===== src/rtl/tx_os_pkg.sv =====
// rtl/tx_os_pkg.sv - shared selector encoding, sequencer state type and ordered-set helper
package tx_os_pkg;

    localparam logic [3:0] DSEL_SLOS1  = 4'd0;
    localparam logic [3:0] DSEL_SLOS2  = 4'd1;
    localparam logic [3:0] DSEL_G3_TS1 = 4'd2;
    localparam logic [3:0] DSEL_G3_TS2 = 4'd3;
    localparam logic [3:0] DSEL_G4_TS1 = 4'd4;
    localparam logic [3:0] DSEL_G4_TS2 = 4'd5;
    localparam logic [3:0] DSEL_G4_TS3 = 4'd6;
    localparam logic [3:0] DSEL_G4_TS4 = 4'd7;
    localparam logic [3:0] DSEL_DATA   = 4'd8;
    localparam logic [3:0] DSEL_IDLE   = 4'd9;

    typedef enum logic [1:0] {
        ST_IDLE = 2'd0,
        ST_SEND = 2'd1,
        ST_DATA = 2'd2
    } seq_state_e;

    function automatic logic is_valid_os(input logic [3:0] os_type);
        return os_type <= DSEL_G4_TS4;
    endfunction

endpackage


===== src/rtl/tx_os_sequencer_if.sv =====
// rtl/tx_os_sequencer_if.sv - command/selector bundle between LTSSM, transmit bus and sequencer
interface tx_os_sequencer_if #(
    parameter int CNT_W = 8
);
    logic             os_req;
    logic [3:0]       os_type;
    logic [CNT_W-1:0] os_count;
    logic             data_en;
    logic             abort;
    logic             os_sent;
    logic [3:0]       d_sel;
    logic             req_ready;
    logic             os_done;
    logic             req_err;
    logic [CNT_W-1:0] sent_cnt;
    logic             data_mode;
    logic             timeout;

    modport master (
        output os_req, os_type, os_count, data_en, abort, os_sent,
        input  d_sel, req_ready, os_done, req_err, sent_cnt, data_mode, timeout
    );

    modport slave (
        input  os_req, os_type, os_count, data_en, abort, os_sent,
        output d_sel, req_ready, os_done, req_err, sent_cnt, data_mode, timeout
    );
endinterface


===== src/rtl/tx_os_watchdog.sv =====
// rtl/tx_os_watchdog.sv - SEND-state stall counter; expires after TIMEOUT_CYCLES cycles without progress
module tx_os_watchdog
    import tx_os_pkg::*;
#(
    parameter int TIMEOUT_CYCLES = 4096
) (
    input  logic clk,
    input  logic rst,
    input  logic clear_i,
    output logic expired_o
);
    localparam int W = $clog2(TIMEOUT_CYCLES + 1);

    logic [W-1:0] cnt_q, cnt_d;

    always_comb begin
        cnt_d     = clear_i ? '0 : cnt_q + 1'b1;
        expired_o = !clear_i && (cnt_q == W'(TIMEOUT_CYCLES - 1));
    end

    always_ff @(posedge clk or negedge rst) begin
        if (!rst) cnt_q <= '0;
        else      cnt_q <= cnt_d;
    end
endmodule


===== src/rtl/tx_os_sequencer.sv =====
// rtl/tx_os_sequencer.sv - ordered-set command sequencer driving the transmit bus selector
// TX_OS_SEQ_TIMEOUT_EN compiles in the SEND watchdog (tx_os_watchdog).
module tx_os_sequencer
    import tx_os_pkg::*;
#(
    parameter int CNT_W = 8
`ifdef TX_OS_SEQ_TIMEOUT_EN
    , parameter int TIMEOUT_CYCLES = 4096
`endif
) (
    input logic               clk,
    input logic               rst,
    tx_os_sequencer_if.slave  bus
);
    seq_state_e       state_q, state_d;
    logic [3:0]       type_q, type_d;
    logic [CNT_W-1:0] count_q, count_d;
    logic [CNT_W-1:0] sent_q, sent_d, sent_inc;
    logic [3:0]       d_sel_q, d_sel_d;
    logic             ready_q, ready_d;
    logic             done_q, done_d;
    logic             err_q, err_d;
    logic             dmode_q, dmode_d;
    logic             tmo_q, tmo_d;
    logic             wd_expired;

`ifdef TX_OS_SEQ_TIMEOUT_EN
    // Cleared outside SEND so every entry (including back-to-back) starts from zero.
    tx_os_watchdog #(.TIMEOUT_CYCLES(TIMEOUT_CYCLES)) u_watchdog (
        .clk       (clk),
        .rst       (rst),
        .clear_i   ((state_q != ST_SEND) || bus.os_sent),
        .expired_o (wd_expired)
    );
`else
    assign wd_expired = 1'b0;
`endif

    always_comb begin
        state_d  = state_q;
        type_d   = type_q;
        count_d  = count_q;
        sent_d   = sent_q;
        done_d   = 1'b0;
        err_d    = 1'b0;
        tmo_d    = 1'b0;
        sent_inc = (sent_q == '1) ? sent_q : sent_q + 1'b1;

        case (state_q)
            ST_IDLE: begin
                if (bus.os_req) begin
                    if (is_valid_os(bus.os_type)) begin
                        state_d = ST_SEND;
                        type_d  = bus.os_type;
                        count_d = bus.os_count;
                        sent_d  = '0;
                    end else begin
                        err_d = 1'b1;
                    end
                end else if (bus.data_en) begin
                    state_d = ST_DATA;
                end
            end
            ST_SEND: begin
                if (bus.os_sent) sent_d = sent_inc;
                if (bus.abort) begin
                    state_d = ST_IDLE;
                end else if (bus.os_sent && (count_q != '0) && (sent_inc == count_q)) begin
                    done_d = 1'b1;
                    // A request already waiting is taken on the completing edge so the
                    // selector never shows idle between back-to-back commands.
                    if (bus.os_req && is_valid_os(bus.os_type)) begin
                        type_d  = bus.os_type;
                        count_d = bus.os_count;
                        sent_d  = '0;
                    end else begin
                        state_d = ST_IDLE;
                    end
                end else if (wd_expired) begin
                    tmo_d   = 1'b1;
                    state_d = ST_IDLE;
                end
            end
            ST_DATA: begin
                if (bus.abort || !bus.data_en) state_d = ST_IDLE;
            end
            default: state_d = ST_IDLE;
        endcase

        case (state_d)
            ST_SEND: d_sel_d = type_d;
            ST_DATA: d_sel_d = DSEL_DATA;
            default: d_sel_d = DSEL_IDLE;
        endcase
        dmode_d = (state_d == ST_DATA);
        ready_d = (state_d == ST_IDLE) || done_d;
    end

    always_ff @(posedge clk or negedge rst) begin
        if (!rst) begin
            state_q <= ST_IDLE;
            type_q  <= '0;
            count_q <= '0;
            sent_q  <= '0;
            d_sel_q <= DSEL_IDLE;
            ready_q <= 1'b1;
            done_q  <= 1'b0;
            err_q   <= 1'b0;
            dmode_q <= 1'b0;
            tmo_q   <= 1'b0;
        end else begin
            state_q <= state_d;
            type_q  <= type_d;
            count_q <= count_d;
            sent_q  <= sent_d;
            d_sel_q <= d_sel_d;
            ready_q <= ready_d;
            done_q  <= done_d;
            err_q   <= err_d;
            dmode_q <= dmode_d;
            tmo_q   <= tmo_d;
        end
    end

    assign bus.d_sel     = d_sel_q;
    assign bus.req_ready = ready_q;
    assign bus.os_done   = done_q;
    assign bus.req_err   = err_q;
    assign bus.sent_cnt  = sent_q;
    assign bus.data_mode = dmode_q;
    assign bus.timeout   = tmo_q;
endmodule


===== src/flat_wrapper.sv =====
// flat-port wrapper written by rule: the top's interface ports become plain ports
module tx_os_sequencer_flat import tx_os_pkg::*;
#(
    parameter int CNT_W = 8

)
  (clk, rst, bus_os_req, bus_os_type, bus_os_count, bus_data_en, bus_abort, bus_os_sent, bus_d_sel, bus_req_ready, bus_os_done, bus_req_err, bus_sent_cnt, bus_data_mode, bus_timeout);
  tx_os_sequencer_if #(.CNT_W(CNT_W)) bus_i ();
  input logic clk;
  input logic rst;
  input wire logic [$bits(bus_i.os_req)-1:0] bus_os_req;
  input wire logic [$bits(bus_i.os_type)-1:0] bus_os_type;
  input wire logic [$bits(bus_i.os_count)-1:0] bus_os_count;
  input wire logic [$bits(bus_i.data_en)-1:0] bus_data_en;
  input wire logic [$bits(bus_i.abort)-1:0] bus_abort;
  input wire logic [$bits(bus_i.os_sent)-1:0] bus_os_sent;
  output wire logic [$bits(bus_i.d_sel)-1:0] bus_d_sel;
  output wire logic [$bits(bus_i.req_ready)-1:0] bus_req_ready;
  output wire logic [$bits(bus_i.os_done)-1:0] bus_os_done;
  output wire logic [$bits(bus_i.req_err)-1:0] bus_req_err;
  output wire logic [$bits(bus_i.sent_cnt)-1:0] bus_sent_cnt;
  output wire logic [$bits(bus_i.data_mode)-1:0] bus_data_mode;
  output wire logic [$bits(bus_i.timeout)-1:0] bus_timeout;
  assign bus_i.os_req = bus_os_req;
  assign bus_i.os_type = bus_os_type;
  assign bus_i.os_count = bus_os_count;
  assign bus_i.data_en = bus_data_en;
  assign bus_i.abort = bus_abort;
  assign bus_i.os_sent = bus_os_sent;
  assign bus_d_sel = bus_i.d_sel;
  assign bus_req_ready = bus_i.req_ready;
  assign bus_os_done = bus_i.os_done;
  assign bus_req_err = bus_i.req_err;
  assign bus_sent_cnt = bus_i.sent_cnt;
  assign bus_data_mode = bus_i.data_mode;
  assign bus_timeout = bus_i.timeout;
  tx_os_sequencer #(.CNT_W(CNT_W)) u_core (.clk(clk), .rst(rst), .bus(bus_i));
endmodule

===== config.mk =====
export PLATFORM = sky130hd
export DESIGN_NAME = tx_os_sequencer_flat
export DESIGN_NICKNAME = d
export VERILOG_FILES = /design/src/rtl/tx_os_pkg.sv /design/src/rtl/tx_os_sequencer_if.sv /design/src/rtl/tx_os_watchdog.sv /design/src/rtl/tx_os_sequencer.sv /design/src/flat_wrapper.sv
export SDC_FILE = /design/constraint.sdc
export NUM_CORES = 1
export LEC_CHECK = 0
export CORE_MARGIN = 4
export CORE_UTILIZATION = 37
export CTS_CLUSTER_DIAMETER = 60
export DETAILED_ROUTE_END_ITERATION = 6
export GPL_ROUTABILITY_DRIVEN = 0
export PLACE_DENSITY = 0.62
export SETUP_SLACK_MARGIN = 0.15
export SLEW_MARGIN = 20
export SYNTH_ARGS = -nofsm -noshare
export SYNTH_HDL_FRONTEND = slang
export SYNTH_SLANG_ARGS = --single-unit

===== constraint.sdc =====
create_clock -name clk -period 3.4 [get_ports clk]
set_input_delay 0.68 -clock clk [delete_from_list [all_inputs] [get_ports clk]]
set_output_delay 0.68 -clock clk [all_outputs]
set_load 0.01 [all_outputs]

==> results of run 1 <==
-- critical path: stages, from the launching register on --
cell and delay (ns):
dfrtp_1 0.38, ha_1 0.27, buf_4 0.18, nand2_1 0.08, a21oi_1 0.05, a211oi_1 0.52
nor4_4 0.14, nand3_1 0.11, nand2_1 0.07, a221oi_1 0.41, ha_1 0.31, nor2b_1 0.07
a311oi_1 0.20
-- synth_stat cells (6+ instances only) --
| master | number | area, um^2 |
|---|---|---|
| a21oi_1 | 12 | 60.1 |
| o21ai_0 | 6 | 30.0 |
| o21ai_1 | 7 | 35.0 |
| nand2_1 | 17 | 63.8 |
| nor3_1 | 6 | 30.0 |
| mux2_1 | 9 | 101 |
| dfrtp_1 | 27 | 676 |
| inv_1 | 9 | 33.8 |
| nand4_1 | 6 | 37.5 |
| nand3_1 | 17 | 85.1 |
| nand2b_1 | 8 | 50.1 |
| nor2_1 | 8 | 30.0 |
| buf_2 | 6 | 30.0 |
-- path summary, 6_finish.rpt --
path,from,to,slack [ns],depth (start not counted)
max in group asynchronous,rst,u_core.bus.req_ready$_DFF_PN1_,2.29,2
setup reg to reg,u_core.bus.sent_cnt[0]$_DFFE_PN0P_,u_core.bus.d_sel[0]$_DFF_PN1_,0.51,12
hold reg to reg,u_core.type_q[0]$_DFF_PN0_,u_core.type_q[0]$_DFF_PN0_,0.50,1
min in group asynchronous,rst,u_core.bus.data_mode$_DFF_PN0_,0.79,2
hold / removal,u_core.type_q[0]$_DFF_PN0_,u_core.type_q[0]$_DFF_PN0_,0.50,1
setup / recovery,u_core.bus.sent_cnt[0]$_DFFE_PN0P_,u_core.bus.d_sel[0]$_DFF_PN1_,0.51,12
-- registers in the layout, indices dropped and copies added (netlist names) --
name,count
u_core.bus.d_sel,4
u_core.bus.data_mode,1
u_core.bus.os_done,1
u_core.bus.req_err,1
u_core.bus.req_ready,1
u_core.bus.sent_cnt,8
u_core.count_q,8
u_core.state_q,2
u_core.type_q,4
-- metrics by stage --
stage                     cell area (um^2)  utilization (%)  power, uW  std cells
after floorplan                       2000                -        964        217
after global placement                2400             46.3       1200        315
after detailed placement              2400             46.3       1200        315
after CTS                             2490             48.2       1510        323
after global routing                  2490             48.2       1620        323
final                                 2490             48.2       1500        323
-- per-layer routing --
layer  global-route usage (%)  routed length, um
met5                        0                  0
met4                     4.05                 17
met3                     4.39                382
met2                     24.1               2200
met1                     25.2               2450
-- area by class of cell --
class	instances	area [um^2]
multi-input cells	165	1130
clock inverters	2	12.5
well taps	70	87.6
fillers	509	2680
inverters	9	33.8
clock buffers	6	82.6
flip-flops and latches	30	757
repair buffers	41	390
-- cell usage in the layout (no fill, tap or decap), types with 5 or more instances in the layout --
cell type | netlist | routed
clkdlybuf4s50_1 | 0 | 33
dfrtp_1 | 27 | 25
nand2_1 | 17 | 17
nand3_1 | 17 | 17
a21oi_1 | 12 | 12
inv_1 | 9 | 9
mux2_1 | 9 | 9
nor2_1 | 8 | 8
nand2b_1 | 8 | 8
buf_4 | 1 | 8
o21ai_1 | 7 | 7
o21ai_0 | 6 | 6
nand4_1 | 6 | 6
nor3_1 | 6 | 6
clkbuf_8 | 0 | 6
a31oi_1 | 5 | 5
ha_1 | 5 | 5
-- cells by family (layout without fill, tap and decap cells) --
group           Yosys count  after routing  share of synthesized area (%)
other cells               1              1                          0.187
compound gates           53             53                           18.3
xor+xnor                  2              2                          0.875
buf+inv                  22             58                           5.81
mux                      12             12                           6.56
fa+ha+maj                 5              5                           3.13
simple gates             92             92                           27.5
flops                    30             30                           37.7
-- power groups by stage --
stage / Combinational [uW] / Clock, uW / Sequential [uW]
detailed placement: 606 / 0 / 598
CTS: 609 / 305 / 593
floorplan: 391 / 0 / 573
global route: 681 / 322 / 616
finish: 609 / 298 / 597
global placement: 602 / 0 / 596
-- repair_timing --
item	CTS	global route
resized for setup	0	2
hold endpoints to repair	0	0
setup endpoints to repair	0	1
==> impl_metrics.yaml, run 1 <==
clocking:
  clock-sinks: 30
  ctsRootBufferMaster: "clkbuf_8"
  cts_setup_buffers: 0
  insertion_delay_ns: 0.28
  ctsLongestPathBuffers: 2
  clkTransAtPathRegs_ns: 0.07
  cts-buffers-inserted: 5
  cts_tree: "built"
  htreeDepth: 2
  cts_hold_buf: 0
min_path:
  hp-class: "reg2reg"
sta:
  fmaxAchievable_mhz: 346
  rsz0062_at_grt: "no"
  whs_ns: 0.496
  worst_pin_slew_ns: 0.629
  fin_crit_ns: 2.89
  setup_viol: 0
  finalMaxSlewViolations: 0
  finClkSkew_ns: 0.00295
  hold_violations: 0
  setup_slack_ns: 0.513
  relSlewSlack_pct: 57.9
  period_share_pct: 84.9
  setup_tns_ns: 0
yosys:
  synth_edf_count: 0
  ys.flop_type: "dfrtp_1"
  synthesis.area_um2: 2000
  ys_seq_elements: 30
  synthCells: 217
  synth_sequential_area_ratio_pct: 37.7
  syn_area_per_cell_um2: 9.23
  syn_nets: 240
  ys_warn_count: 0
  synth_cell_types: 53
  async_flop_share_pct: 100
pwr:
  p_leak_uw: 0.000992
  power.internal_uw: 928
  pwr-share-comb_pct: 40.5
  sw_frac_of_total_pct: 38.3
  seq_power_share_pct: 39.7
  p_per_area_nw_per_um2: 603
  power_frac_clock_pct: 19.8
  netSwitchingPower_uw: 576
  ir_worst_vdd_uv: 354
floorplanning:
  initial_utilization_pct: 38.7
  ios: 35
  die_x_um: 81.6
  dieArea_um2: 6650
  core-area_um2: 5170
  die_height_um: 81.6
  rows: 26
global_routing:
  grt_pass1_vias: 1707
  grt_max_degree: 31
  antenna_found_initial: 0
  track_usage_pct: 16.9
  grt_overflow: 0
  grt_pass1_wl_um: 8530
critical_path:
  worstPathArrival_ns: 3.07
  worstSetupPathType: "reg2reg"
  start_kind: "flip-flop"
  cp_max_fo: 6
  cp.required_ns: 3.59
  endpoint_kind: "flip-flop"
final_layout:
  antenna_cells: 0
  layout-drive-gt1-share_pct: 12.6
  layout.nets: 275
  area_delta_synth_final_pct: 24.6
outcome:
  run_status: "finished clean"
routing:
  dr.pass1.iters: 4
  finalWirelength_um: 5050
  viasPerCell: 5.51
  num_vias: 1780
  post_drt_wl_per_cell_um: 15.6
  drc_errors: 0
  antenna_left: 0
  initialDrtViolationCount: 184
flow_run:
  cap_violations: 0
place:
  dp_slack_ns: 0.392
  io_buffers: 33
  post-dp-hpwl_um: 3760
No activity file was read; power rests on OpenSTA's default activity.
==> run 2, diff against run 1 <==
==> constraint.sdc (replaced) <==
create_clock -name clk -period 2.67 [get_ports clk]
set_input_delay 0.534 -clock clk [delete_from_list [all_inputs] [get_ports clk]]
set_output_delay 0.534 -clock clk [all_outputs]
set_load 0.01 [all_outputs]
==> run 2 against run 1 <==
Clock skew grew 0.0089 ns. Clock power grew 30%. Combinational power grew 62%. Hold slack lost 0.013 ns. Largest cell class unchanged.
==> impl_metrics.yaml, run 2 (synthesized netlist as in run 1, its figures left out) <==
final_layout:
  area_delta_synth_final_pct: 47.0
  layout-drive-gt1-share_pct: 31.5
  final_core_util_pct: 56.9
  final_common_cell: "buf_4"
  final_cell_mix: "buf_4 (39), clkdlybuf4s50_1 (33), dfrtp_1 (21)"
  antenna_cells: 0
  layout.nets: 311
floorplanning:
  die_x_um: 81.6
  core-area_um2: 5170
  initial_utilization_pct: 38.7
  dieArea_um2: 6650
  rows: 26
  die_height_um: 81.6
  ios: 35
flow_run:
  cap_violations: 0
clocking:
  htreeDepth: 2
  cts_tree: "built"
  ctsLongestPathBuffers: 2
  clock-sinks: 30
  insertion_delay_ns: 0.28
  clkTransAtPathRegs_ns: 0.08
  cts_hold_buf: 0
  cts-buffers-inserted: 5
  ctsRootBufferMaster: "clkbuf_8"
global_routing:
  track_usage_pct: 18.4
  antenna_found_initial: 0
  grt_max_degree: 31
  grt_pass1_wl_um: 9360
  grt_pass1_vias: 1893
  grt_overflow: 0
routing:
  num_vias: 1962
  antenna_left: 0
  finalWirelength_um: 5720
  dr.pass1.iters: 4
  initialDrtViolationCount: 160
  post_drt_wl_per_cell_um: 15.9
  drc_errors: 0
  viasPerCell: 5.47
place:
  dp_slack_ns: -0.0226
  post-dp-hpwl_um: 4170
  io_buffers: 33
sta:
  rsz0062_at_grt: "yes"
  hold_violations: 0
  fmaxAchievable_mhz: 393
  worst_pin_slew_ns: 0.616
  period_share_pct: 95.2
  setup_slack_ns: 0.128
  finClkSkew_ns: 0.0119
  finalMaxSlewViolations: 0
  setup_viol: 0
  fin_crit_ns: 2.54
  relSlewSlack_pct: 58.8
pwr:
  p_leak_uw: 0.00120
  p_per_area_nw_per_um2: 731
  ir_worst_vdd_uv: 376
  p_total_uw: 2150
critical_path:
  worstPathArrival_ns: 2.74
  cp_max_fo: 4
  worstSetupPathType: "reg2reg"
  cp.required_ns: 2.87
  endpoint_kind: "flip-flop"
  start_kind: "flip-flop"
min_path:
  hp-class: "reg2reg"
outcome:
  run_status: "finished clean"
[run 2: final timing paths]
kind | start | end | slack, ns | cells past startpoint
setup / recovery | u_core.bus.sent_cnt[0]$_DFFE_PN0P_ | u_core.bus.d_sel[0]$_DFF_PN1_ | 0.13 | 12
hold / removal | u_core.type_q[0]$_DFF_PN0_ | u_core.bus.d_sel[0]$_DFF_PN1_ | 0.48 | 2
setup reg to reg | u_core.bus.sent_cnt[0]$_DFFE_PN0P_ | u_core.bus.d_sel[0]$_DFF_PN1_ | 0.13 | 12
hold reg to reg | u_core.type_q[0]$_DFF_PN0_ | u_core.bus.d_sel[0]$_DFF_PN1_ | 0.48 | 2
max in group asynchronous | rst | u_core.bus.d_sel[3]$_DFF_PN1_ | 1.68 | 2
min in group asynchronous | rst | u_core.bus.sent_cnt[6]$_DFFE_PN0P_ | 0.65 | 2
[run 2: layer usage]
| layer | part of all wire [%] | vias up | GRT usage [%] |
|---|---|---|---|
| met5 | 0 | - | 0 |
| met4 | 0.96 | 0 | 4.05 |
| met3 | 6.6 | 6 | 4.17 |
| met2 | 48 | 74 | 28.5 |
| met1 | 44 | 934 | 26.1 |
| li1 | - | 948 | - |
[run 2: final cells by class]
type	count	area (um^2)
Timing Repair Buffer	76	668
Clock buffer	7	86.3
Inverter	9	33.8
Tap cell	70	87.6
Clock inverter	1	5.00
Multi-Input combinational cell	166	1300
Sequential cell	30	762
Fill cell	443	2230
[run 2: critical path, cell delays in order, from the launching register on]
cell and delay [ns]:
dfrtp_2 0.44, buf_4 0.14, buf_4 0.13, xnor2_1 0.14, or3_1 0.36, nand3_2 0.12
nor4_4 0.04, nand3_1 0.11, nand2_2 0.08, a221o_1 0.33, ha_2 0.19, nor2b_1 0.13
a311oi_1 0.24
[run 2: per-stage QoR]
| step | instance area, um^2 | setup TNS, ns | hold WS, ns | std cells |
|---|---|---|---|---|
| floorplan | 2050 | 0 | 0.238 | 217 |
| global placement | 2640 | 0 | 0.477 | 341 |
| detailed placement | 2640 | -0.0226 | 0.484 | 341 |
| CTS | 2780 | 0 | 0.496 | 353 |
| global route | 2940 | 0 | 0.534 | 359 |
| finish | 2940 | 0 | 0.483 | 359 |
[run 2: report_power, final]
part,switching [uW],internal (uW)
combinational,474,513
sequential,175,601
clock,179,208
total,828,1320
[run 2: timing repair]
action,4_1_cts,5_1_grt
setup endpoints to repair,15,25
setup buffers,4,5
resized for setup,6,25
pin swaps,8,12
cloned,0,1
==> run 3, diff against run 2 <==
--- a/config.mk
+++ b/config.mk
@@ -5,12 +5,13 @@
 export SDC_FILE = /design/constraint.sdc
 export NUM_CORES = 1
 export LEC_CHECK = 0
+export CAP_MARGIN = 20
 export CORE_MARGIN = 4
-export CORE_UTILIZATION = 37
+export CORE_UTILIZATION = 50
 export CTS_CLUSTER_DIAMETER = 60
 export DETAILED_ROUTE_END_ITERATION = 6
 export GPL_ROUTABILITY_DRIVEN = 0
-export PLACE_DENSITY = 0.62
+export PLACE_DENSITY = 0.79
 export SETUP_SLACK_MARGIN = 0.15
 export SLEW_MARGIN = 20
 export SYNTH_ARGS = -nofsm -noshare
==> constraint.sdc (replaced) <==
create_clock -name clk -period 2.67 [get_ports clk]
set_input_delay 0.801 -clock clk [delete_from_list [all_inputs] [get_ports clk]]
set_output_delay 0.801 -clock clk [all_outputs]
set_load 0.01 [all_outputs]
==> run 3 against run 2 <==
Cell area is 5.1% higher. Non-clock buffer count is 1 higher. Register-to-register slack worse by 0.12 ns. Combinational power is 23% higher.
==> impl_metrics.yaml, run 3 (synthesized netlist as in run 1, its figures left out) <==
clocking:
  clock-sinks: 30
  cts-buffers-inserted: 5
  cts_tree: "built"
  insertion_delay_ns: 0.30
  cts_hold_buf: 0
  ctsLongestPathBuffers: 2
  htreeDepth: 2
  ctsRootBufferMaster: "clkbuf_8"
  clkTransAtPathRegs_ns: 0.07
pwr:
  ir_worst_vdd_uv: 621
  p_total_uw: 2460
  p_leak_uw: 0.00129
  p_per_area_nw_per_um2: 796
final_layout:
  final_cell_mix: "buf_4 (33), clkdlybuf4s50_1 (32), dfrtp_1 (24)"
  layout-drive-gt1-share_pct: 37.9
  design_area_um2: 3090
  fillCellCount: 210
  area_delta_synth_final_pct: 54.6
  final_common_cell: "buf_4"
  antenna_cells: 0
  layout.nets: 312
routing:
  post_drt_wl_per_cell_um: 19.6
  initialDrtViolationCount: 252
  dr.pass1.iters: 5
  num_vias: 2104
  drc_errors: 0
  antenna_left: 0
  viasPerCell: 6.22
  finalWirelength_um: 6640
critical_path:
  worstSetupPathType: "reg2reg"
  endpoint_kind: "flip-flop"
  cp_max_fo: 5
  worstPathArrival_ns: 2.87
  start_kind: "flip-flop"
  worst-r2r-setup-slack_ns: 0.01
  cp.required_ns: 2.88
floorplanning:
  ios: 35
  initial_utilization_pct: 53.1
  dieArea_um2: 5080
  rows: 22
  die_height_um: 71.3
  die_x_um: 71.3
  core-area_um2: 3770
sta:
  rsz0062_at_grt: "yes"
  period_share_pct: 99.5
  fmaxAchievable_mhz: 376
  setup_slack_ns: 0.0123
  whs_ns: 0.510
  fin_crit_ns: 2.66
  relSlewSlack_pct: 39.7
  setup_viol: 0
  finClkSkew_ns: 0.00707
  worst_pin_slew_ns: 0.901
  hold_violations: 0
  finalMaxSlewViolations: 0
  setup_tns_ns: 0
flow_run:
  cap_violations: 0
place:
  post-dp-hpwl_um: 4030
  io_buffers: 33
  dp_slack_ns: -0.200
  dpl_cell_area_um2: 2590
global_routing:
  track_usage_pct: 23.9
  grt_overflow: 0
  grt_pass1_wl_um: 9630
  grt_max_degree: 31
  antenna_found_initial: 0
  grt_pass1_vias: 2010
min_path:
  hp-class: "reg2reg"
outcome:
  run_status: "finished clean"
[run 3: changes by cell type in the layout (fill, tap and decap cells not counted), sizes merged]
cell | previous run | this run
dlygate4sd2 | 0 | 1
clkinv | 1 | 0
buf | 43 | 44
bufinv | 0 | 1
clkdlybuf4s50 | 33 | 32
[run 3: where the power goes]
group	internal [uW]	switching [uW]	total (uW)
sequential	600	161	761
combinational	639	575	1210
clock	304	184	488
total	1540	920	2460
[run 3: worst max-delay path: stages (launching register included)]
cell and delay (ns):
dfrtp_1 0.43, ha_4 0.21, buf_6 0.14, nor2b_4 0.14
nor4_4 0.04, a311o_1 0.34, nor4_4 0.31, nand3_1 0.14
nand2_2 0.11, a221oi_4 0.08, ha_2 0.23, nand2b_1 0.10
a21oi_2 0.04, a311oi_2 0.23
[run 3: area by class of cell]
cell class / instances / area [um^2] / area share (%)
clock buffers: 7 / 86.3 / 2.79
clock inverters: 1 / 30.0 / 0.970
inverters: 9 / 33.8 / 1.09
multi-input cells: 166 / 1410 / 45.5
flip-flops and latches: 30 / 758 / 24.5
well taps: 48 / 60.1 / 1.94
repair buffers: 77 / 718 / 23.2
[run 3: metrics by stage]
step           instances  utilization (%)
2_1_floorplan        217                -
3_3_place_gp         316             68.6
3_5_place_dp         316             68.6
4_1_cts              331             76.1
5_1_grt              338             82.1
6_report             338             82.1
[run 3: final timing paths]
check                                                      to  cells after the start                          startpoint
max                             u_core.bus.d_sel[0]$_DFF_PN1_                     13  u_core.bus.sent_cnt[0]$_DFFE_PN0P_
min                                u_core.type_q[2]$_DFF_PN0_                      2          u_core.type_q[2]$_DFF_PN0_
max reg2reg                     u_core.bus.d_sel[0]$_DFF_PN1_                     13  u_core.bus.sent_cnt[0]$_DFFE_PN0P_
min reg2reg                        u_core.type_q[2]$_DFF_PN0_                      2          u_core.type_q[2]$_DFF_PN0_
max in group asynchronous       u_core.bus.d_sel[0]$_DFF_PN1_                      2                                 rst
min in group asynchronous  u_core.bus.sent_cnt[3]$_DFFE_PN0P_                      2                                 rst
[run 3: repair_timing]
action                                 4_1_cts  5_1_grt
endpoints found under the hold margin        0        0
setup endpoints to repair                   13       24
gates cloned                                 1        0
resized for setup                           26       31
setup buffers                                6        7
pin swaps                                   12       23
[run 3: per-layer routing]
layer	GRT usage (%)	part of all wire (%)	up-vias
li1	-	-	957
met1	30.3	40	1014
met2	39.4	50	106
met3	6.73	6.3	27
met4	7.72	3.9	0
met5	0	0	-
